<file path="config.mk">
export PLATFORM = sky130hd
export DESIGN_NAME = debug_unit
export DESIGN_NICKNAME = d
export VERILOG_FILES = /design/src/rtl/debug_pkg.sv /design/src/rtl/dbg_snapshot_mux.sv /design/src/rtl/debug_unit.sv
export SDC_FILE = /design/constraint.sdc
export NUM_CORES = 1
export LEC_CHECK = 0
export CAP_MARGIN = 20
export CORE_ASPECT_RATIO = 0.7
export CORE_MARGIN = 2
export CORE_UTILIZATION = 61
export DETAILED_ROUTE_END_ITERATION = 10
export PLACE_DENSITY = 0.84
export SYNTH_ARGS = -nofsm -noshare
export SYNTH_HDL_FRONTEND = slang
export SYNTH_HIERARCHICAL = 1
export SYNTH_SLANG_ARGS = --single-unit
</file>
<file path="constraint.sdc">
create_clock -name clk -period 6.25 [get_ports clk]
set_input_delay 1.25 -clock clk [delete_from_list [all_inputs] [get_ports clk]]
set_output_delay 1.25 -clock clk [all_outputs]
set_load 0.01 [all_outputs]
</file>
<file path="src/rtl/debug_pkg.sv">
// Shared types and constants for the debug unit.
//   state_e    : FSM state encoding
//   snap_t     : 96-bit dump record {cycle count, pc, instruction}, MSB sent first
//   *_DEF      : default command bytes and halt word
//   DUMP_BYTES : bytes per dump
`timescale 1ns/1ps
package debug_pkg;

  typedef enum logic [2:0] {
    ST_IDLE,
    ST_RUN,
    ST_STEP,
    ST_LOAD,
    ST_SEND,
    ST_WAIT_TX
  } state_e;

  localparam logic [7:0]  CMD_STEP_DEF  = 8'h73;  // 's'
  localparam logic [7:0]  CMD_RUN_DEF   = 8'h63;  // 'c'
  localparam logic [31:0] HALT_WORD_DEF = 32'hFFFF_FFFF;
  localparam int          DUMP_BYTES    = 12;
  localparam int          IDX_W         = 4;

  typedef struct packed {
    logic [31:0] cnt;
    logic [31:0] pc;
    logic [31:0] instr;
  } snap_t;

endpackage

</file>
<file path="src/rtl/dbg_snapshot_mux.sv">
// Snapshot register and byte selector for the debug dump.
//   clk, rst_n : clock, async active-low reset
//   load_i     : capture snap_i and rewind the byte index to 0
//   adv_i      : step to the next byte (saturates on the last byte)
//   snap_i     : record to capture
//   byte_o     : currently selected byte, MSB of the record first
//   last_o     : index points at the final byte
`timescale 1ns/1ps
module dbg_snapshot_mux import debug_pkg::*; (
  input  logic       clk,
  input  logic       rst_n,
  input  logic       load_i,
  input  logic       adv_i,
  input  snap_t      snap_i,
  output logic [7:0] byte_o,
  output logic       last_o
);

  snap_t                          snap_q;
  logic [IDX_W-1:0]               idx_q, idx_d;
  logic [DUMP_BYTES-1:0][7:0]     bytes;

  // Element DUMP_BYTES-1 holds cnt[31:24], element 0 holds instr[7:0].
  assign bytes  = snap_q;
  assign last_o = (idx_q == IDX_W'(DUMP_BYTES-1));
  assign byte_o = bytes[IDX_W'(DUMP_BYTES-1) - idx_q];

  always_comb begin
    idx_d = idx_q;
    if (load_i)               idx_d = '0;
    else if (adv_i && !last_o) idx_d = idx_q + 1'b1;
  end

  always_ff @(posedge clk or negedge rst_n) begin
    if (!rst_n) begin
      snap_q <= '0;
      idx_q  <= '0;
    end else begin
      idx_q <= idx_d;
      if (load_i) snap_q <= snap_i;
    end
  end

endmodule

</file>
<file path="src/rtl/debug_unit.sv">
// Serial-driven pipeline debug unit: single-step / run-to-halt, then dump
// {cycle count, pc, instruction} as 12 bytes over a byte transmitter.
//   clk, reset     : clock, async active-low reset
//   rx_data/rx_done: received command byte + strobe
//   tx_done        : transmitter finished current byte
//   pc/instruction : IF-stage pc and fetched instruction
//   ena            : pipeline enable
//   tx_start/tx_data: transmit request + byte (held until tx_done)
//   busy           : FSM not idle
// All outputs are registered.
`timescale 1ns/1ps
module debug_unit import debug_pkg::*; #(
  parameter logic [31:0] HALT_WORD = HALT_WORD_DEF,
  parameter logic [7:0]  CMD_STEP  = CMD_STEP_DEF,
  parameter logic [7:0]  CMD_RUN   = CMD_RUN_DEF
) (
  input  logic        clk,
  input  logic        reset,
  input  logic [7:0]  rx_data,
  input  logic        rx_done,
  input  logic        tx_done,
  input  logic [31:0] pc,
  input  logic [31:0] instruction,
  output logic        ena,
  output logic        tx_start,
  output logic [7:0]  tx_data,
  output logic        busy
);

  state_e      state_q, state_d;
  logic        ena_q, ena_d;
  logic        tx_start_q, tx_start_d;
  logic [7:0]  tx_data_q, tx_data_d;
  logic        busy_q, busy_d;
  logic [31:0] cnt_q, cnt_d;
  logic [31:0] pc_q, pc_d;
  logic [31:0] instr_q, instr_d;
  logic        snap_load, snap_adv, snap_last;
  logic [7:0]  snap_byte;
  snap_t       snap_in;

  // The pipeline state seen on the last enabled cycle is what gets dumped,
  // so inputs may wander freely once ena drops.
  always_comb begin
    cnt_d   = cnt_q;
    pc_d    = pc_q;
    instr_d = instr_q;
    if (ena_q) begin
      cnt_d   = cnt_q + 32'd1;
      pc_d    = pc;
      instr_d = instruction;
    end
  end

  assign snap_in.cnt   = cnt_q;
  assign snap_in.pc    = pc_q;
  assign snap_in.instr = instr_q;

  always_comb begin
    state_d    = state_q;
    ena_d      = 1'b0;
    tx_start_d = 1'b0;
    tx_data_d  = tx_data_q;
    snap_load  = 1'b0;
    snap_adv   = 1'b0;
    case (state_q)
      ST_IDLE: begin
        if (rx_done) begin
          if (rx_data == CMD_RUN) begin
            state_d = ST_RUN;
            ena_d   = 1'b1;
          end else if (rx_data == CMD_STEP) begin
            state_d = ST_STEP;
            ena_d   = 1'b1;
          end
        end
      end
      ST_RUN: begin
        // ena is always high here; the halting cycle itself is counted.
        if (instruction == HALT_WORD) state_d = ST_LOAD;
        else                          ena_d   = 1'b1;
      end
      ST_STEP: state_d = ST_LOAD;
      ST_LOAD: begin
        snap_load = 1'b1;
        state_d   = ST_SEND;
      end
      ST_SEND: begin
        tx_data_d  = snap_byte;
        tx_start_d = 1'b1;
        state_d    = ST_WAIT_TX;
      end
      ST_WAIT_TX: begin
        if (tx_done) begin
          if (snap_last) state_d = ST_IDLE;
          else begin
            snap_adv = 1'b1;
            state_d  = ST_SEND;
          end
        end
      end
      default: state_d = ST_IDLE;
    endcase
    busy_d = (state_d != ST_IDLE);
  end

  always_ff @(posedge clk or negedge reset) begin
    if (!reset) begin
      state_q    <= ST_IDLE;
      ena_q      <= 1'b0;
      tx_start_q <= 1'b0;
      tx_data_q  <= 8'h00;
      busy_q     <= 1'b0;
      cnt_q      <= '0;
      pc_q       <= '0;
      instr_q    <= '0;
    end else begin
      state_q    <= state_d;
      ena_q      <= ena_d;
      tx_start_q <= tx_start_d;
      tx_data_q  <= tx_data_d;
      busy_q     <= busy_d;
      cnt_q      <= cnt_d;
      pc_q       <= pc_d;
      instr_q    <= instr_d;
    end
  end

  dbg_snapshot_mux u_snap (
    .clk    (clk),
    .rst_n  (reset),
    .load_i (snap_load),
    .adv_i  (snap_adv),
    .snap_i (snap_in),
    .byte_o (snap_byte),
    .last_o (snap_last)
  );

  assign ena      = ena_q;
  assign tx_start = tx_start_q;
  assign tx_data  = tx_data_q;
  assign busy     = busy_q;

endmodule

</file>
==> results_dict.tcl <==
set metrics [dict create \
    cpMaxStageDelayCell "dfrtp_1" \
    drc_errors 0 \
    worst_slew_pin_slew_ns 1.14 \
    die_h_um 106 \
    clkSinkCount 210 \
    layout.cells.most_common "dfrtp_1" \
    area_growth_pct 18.7 \
    synth_flop_cell "dfrtp_1" \
    synth.distinct_cells 45 \
    vias 5305 \
    wirelength_um 18600 \
    crit_chain "buf_4 -> ha_1 -> and2_1 -> nor3_1 -> a21bo_2 -> or3_1 -> a21oi_1" \
    endpoint_kind "register" \
    vias_per_cell 5.89 \
    fin_ws_ns 3.54 \
    n_antenna_cell 0 \
    rsz0062_at_grt "false" \
    total_power_uw 4100 \
    hold_class "reg2reg" \
    core_mm2 0.0146 \
    fillCellCount 904 \
    post_cts_resized 0 \
    path_clk_slew_ns 0.06 \
    start_util_pct 62.0 \
    drt.antenna.violating_nets 0 \
    synth_nets 690 \
    power.leakage_uw 0.00490 \
    final_nets 772 \
    clk_latency_ns 0.49 \
    grt_overflow 0 \
    drt_iter0_drc 312 \
    crit_required_ns 6.65 \
    synthArstFlopShare_pct 100 \
    dr.pass1.iters 4 \
    synth_area_mm2 0.00904 \
    period_minus_slack_ns 2.71 \
    cts_tree "done" \
    pre_cts_ws_ns 3.29 \
    syn_inst 611 \
    fmax_ghz 0.369 \
    fin_worst_skew_ns 0.0159 \
    dpl.cell_count 866 \
    min_period_over_period_pct 43.4 \
    place_hpwl_um 12300 \
    row_count 37 \
    cts_made_buffers 20 \
    setup_tns_ns 0 \
    pin_count 87 \
    ys_seq_elements 210 \
    avgSynthCellArea_um2 14.8 \
    grt_first_pass_wirelength_um 30400 \
    ys_seq_area_share_pct 58.1 \
    cts_htree_levels 1 \
    grt_usage_pct 24.8 \
    outcome "completed" \
    hold_viol 0 \
    cap_violations 0 \
    grt_antenna_before_repair 0 \
    synth_warnings 6 \
    synth_edf_count 0 \
    final_cell_mix "209 x dfrtp_1, 185 x mux2_2, 85 x clkdlybuf4s50_1, 29 x xnor2_1, 22 x nand2_1" \
    path_class "reg2reg" \
    gp_congestion 0.822 \
    portBuffers 86 \
    max-clock-path-buffers 3 \
    path_max_fanout 23 \
    cts_setup_buffers 0 \
    root_buffer "clkbuf_16" \
    pwr_density_cell_mw_per_mm2 382 \
    drv_slew 0 \
    crit_path_max_incr_delay_ns 0.66 \
    setup_violations 0 \
    crit_path_start_kind "register" \
    fin_cells 901 \
    ir_drop_v 0.000371 \
    r2r_slack_ns 3.54 \
    die_width_um 149 \
    detail_route.wl_per_cell_um 20.6 \
    grt_pass1_vias 5655 \
    drive_above_1_share_pct 35.3 \
    fin_util_pct 73.6 \
    worst_ep_arrival_time_ns 3.11 \
    die_area_mm2 0.0158 \
    grt_max_degree 97 \
    slew_headroom_pct 23.7 \
    hold_buffers 0 \
]
## cell usage after synthesis, types with 2 or more instances
master    count  area [µm²]
a21oi_1       3        15.0
nand2_1      22        82.6
xor2_1        5        43.8
mux4_1        6         158
a21bo_2       2        20.0
buf_2        20         100
o21ai_0       2        10.0
buf_4         3        22.5
xnor2_1      29         254
nor2_1       13        48.8
buf_6         2        22.5
nand2b_1      2        12.5
clkbuf_1      4        15.0
ha_1          3        37.5
nor3_2        2        20.0
nor4_1        2        12.5
nand4_2       3        37.5
nand3_1      16        80.1
and4_1        3        26.3
and2_1        2        12.5
mux2_2      185        2080
o31ai_1       8        60.1
and3_1        7        43.8
dfrtp_1     210        5260
nand4_1      18         113
o22ai_1       9        56.3
nor2b_1       2        12.5
mux4_2       10         225
nor2_2        2        12.5
## worst max-delay path: cells and delay by family, from the launching register on
family,cells,cell delay [ns]
adder cells (fa/ha/maj),1,0.29
buffers and inverters,1,0.40
AO/OA/AOI/OAI,2,0.44
AND/OR/NAND/NOR,3,0.83
flip-flops,1,0.66
## report_power, final
group	internal [µW]	total [µW]	switching [µW]
Clock	824	1310	489
Combinational	515	922	408
Sequential	1630	1870	238
Total	2970	4100	1130
## stage by stage
| step | hold slack (ns) | area [µm²] |
|---|---|---|
| CTS | 0.482 | 10700 |
| detailed placement | 0.471 | 10000 |
| finish | 0.485 | 10700 |
| floorplan | 0.440 | 9040 |
| global route | 0.513 | 10700 |
| global placement | 0.457 | 10000 |
## flip-flops by register name (all words and copies together), names as in the netlist, 3 cells and up
register      count
cnt_q            32
instr_q          32
pc_q             32
state_q           3
tx_data           8
u_snap/bytes     96
u_snap/idx_q      4
## logic make-up after synthesis
logic type	Yosys count	share of synthesized area, %
AO/OA/AOI/OAI	26	1.94
flip-flops	210	58.1
multiplexers	201	27.3
buffers and inverters	32	2.09
adder cells (fa/ha/maj)	3	0.415
XOR/XNOR	34	3.29
AND/OR/NAND/NOR	105	6.84
## per-layer routing
metal	part of all wire, %	GRT usage (%)	wire, µm
met5	0	0	0
met4	1.8	5.37	340
met3	6.1	5.15	1130
met2	47	38.8	8770
met1	45	36.3	8340
## cell type report
class,instances,area (µm²),share of cell area (%)
clock inverters,8,140,1.31
multi-input cells,369,3600,33.5
inverters,1,3.75,0.0350
flip-flops and latches,210,5260,49.0
repair buffers,91,902,8.41
well taps,195,244,2.27
clock buffers,27,588,5.48
## worst paths after layout
check,startpoint,to,cells past startpoint
setup / recovery,u_snap/idx_q[0],u_snap/idx_q[3],7
hold / removal,cnt_q[31],cnt_q[31],1
setup reg to reg,u_snap/idx_q[0],u_snap/idx_q[3],7
hold reg to reg,cnt_q[31],cnt_q[31],1
max in group asynchronous,reset,u_snap/bytes[56],2
min in group asynchronous,reset,cnt_q[18],1
Note: power is estimated with default switching activity, not from simulation.
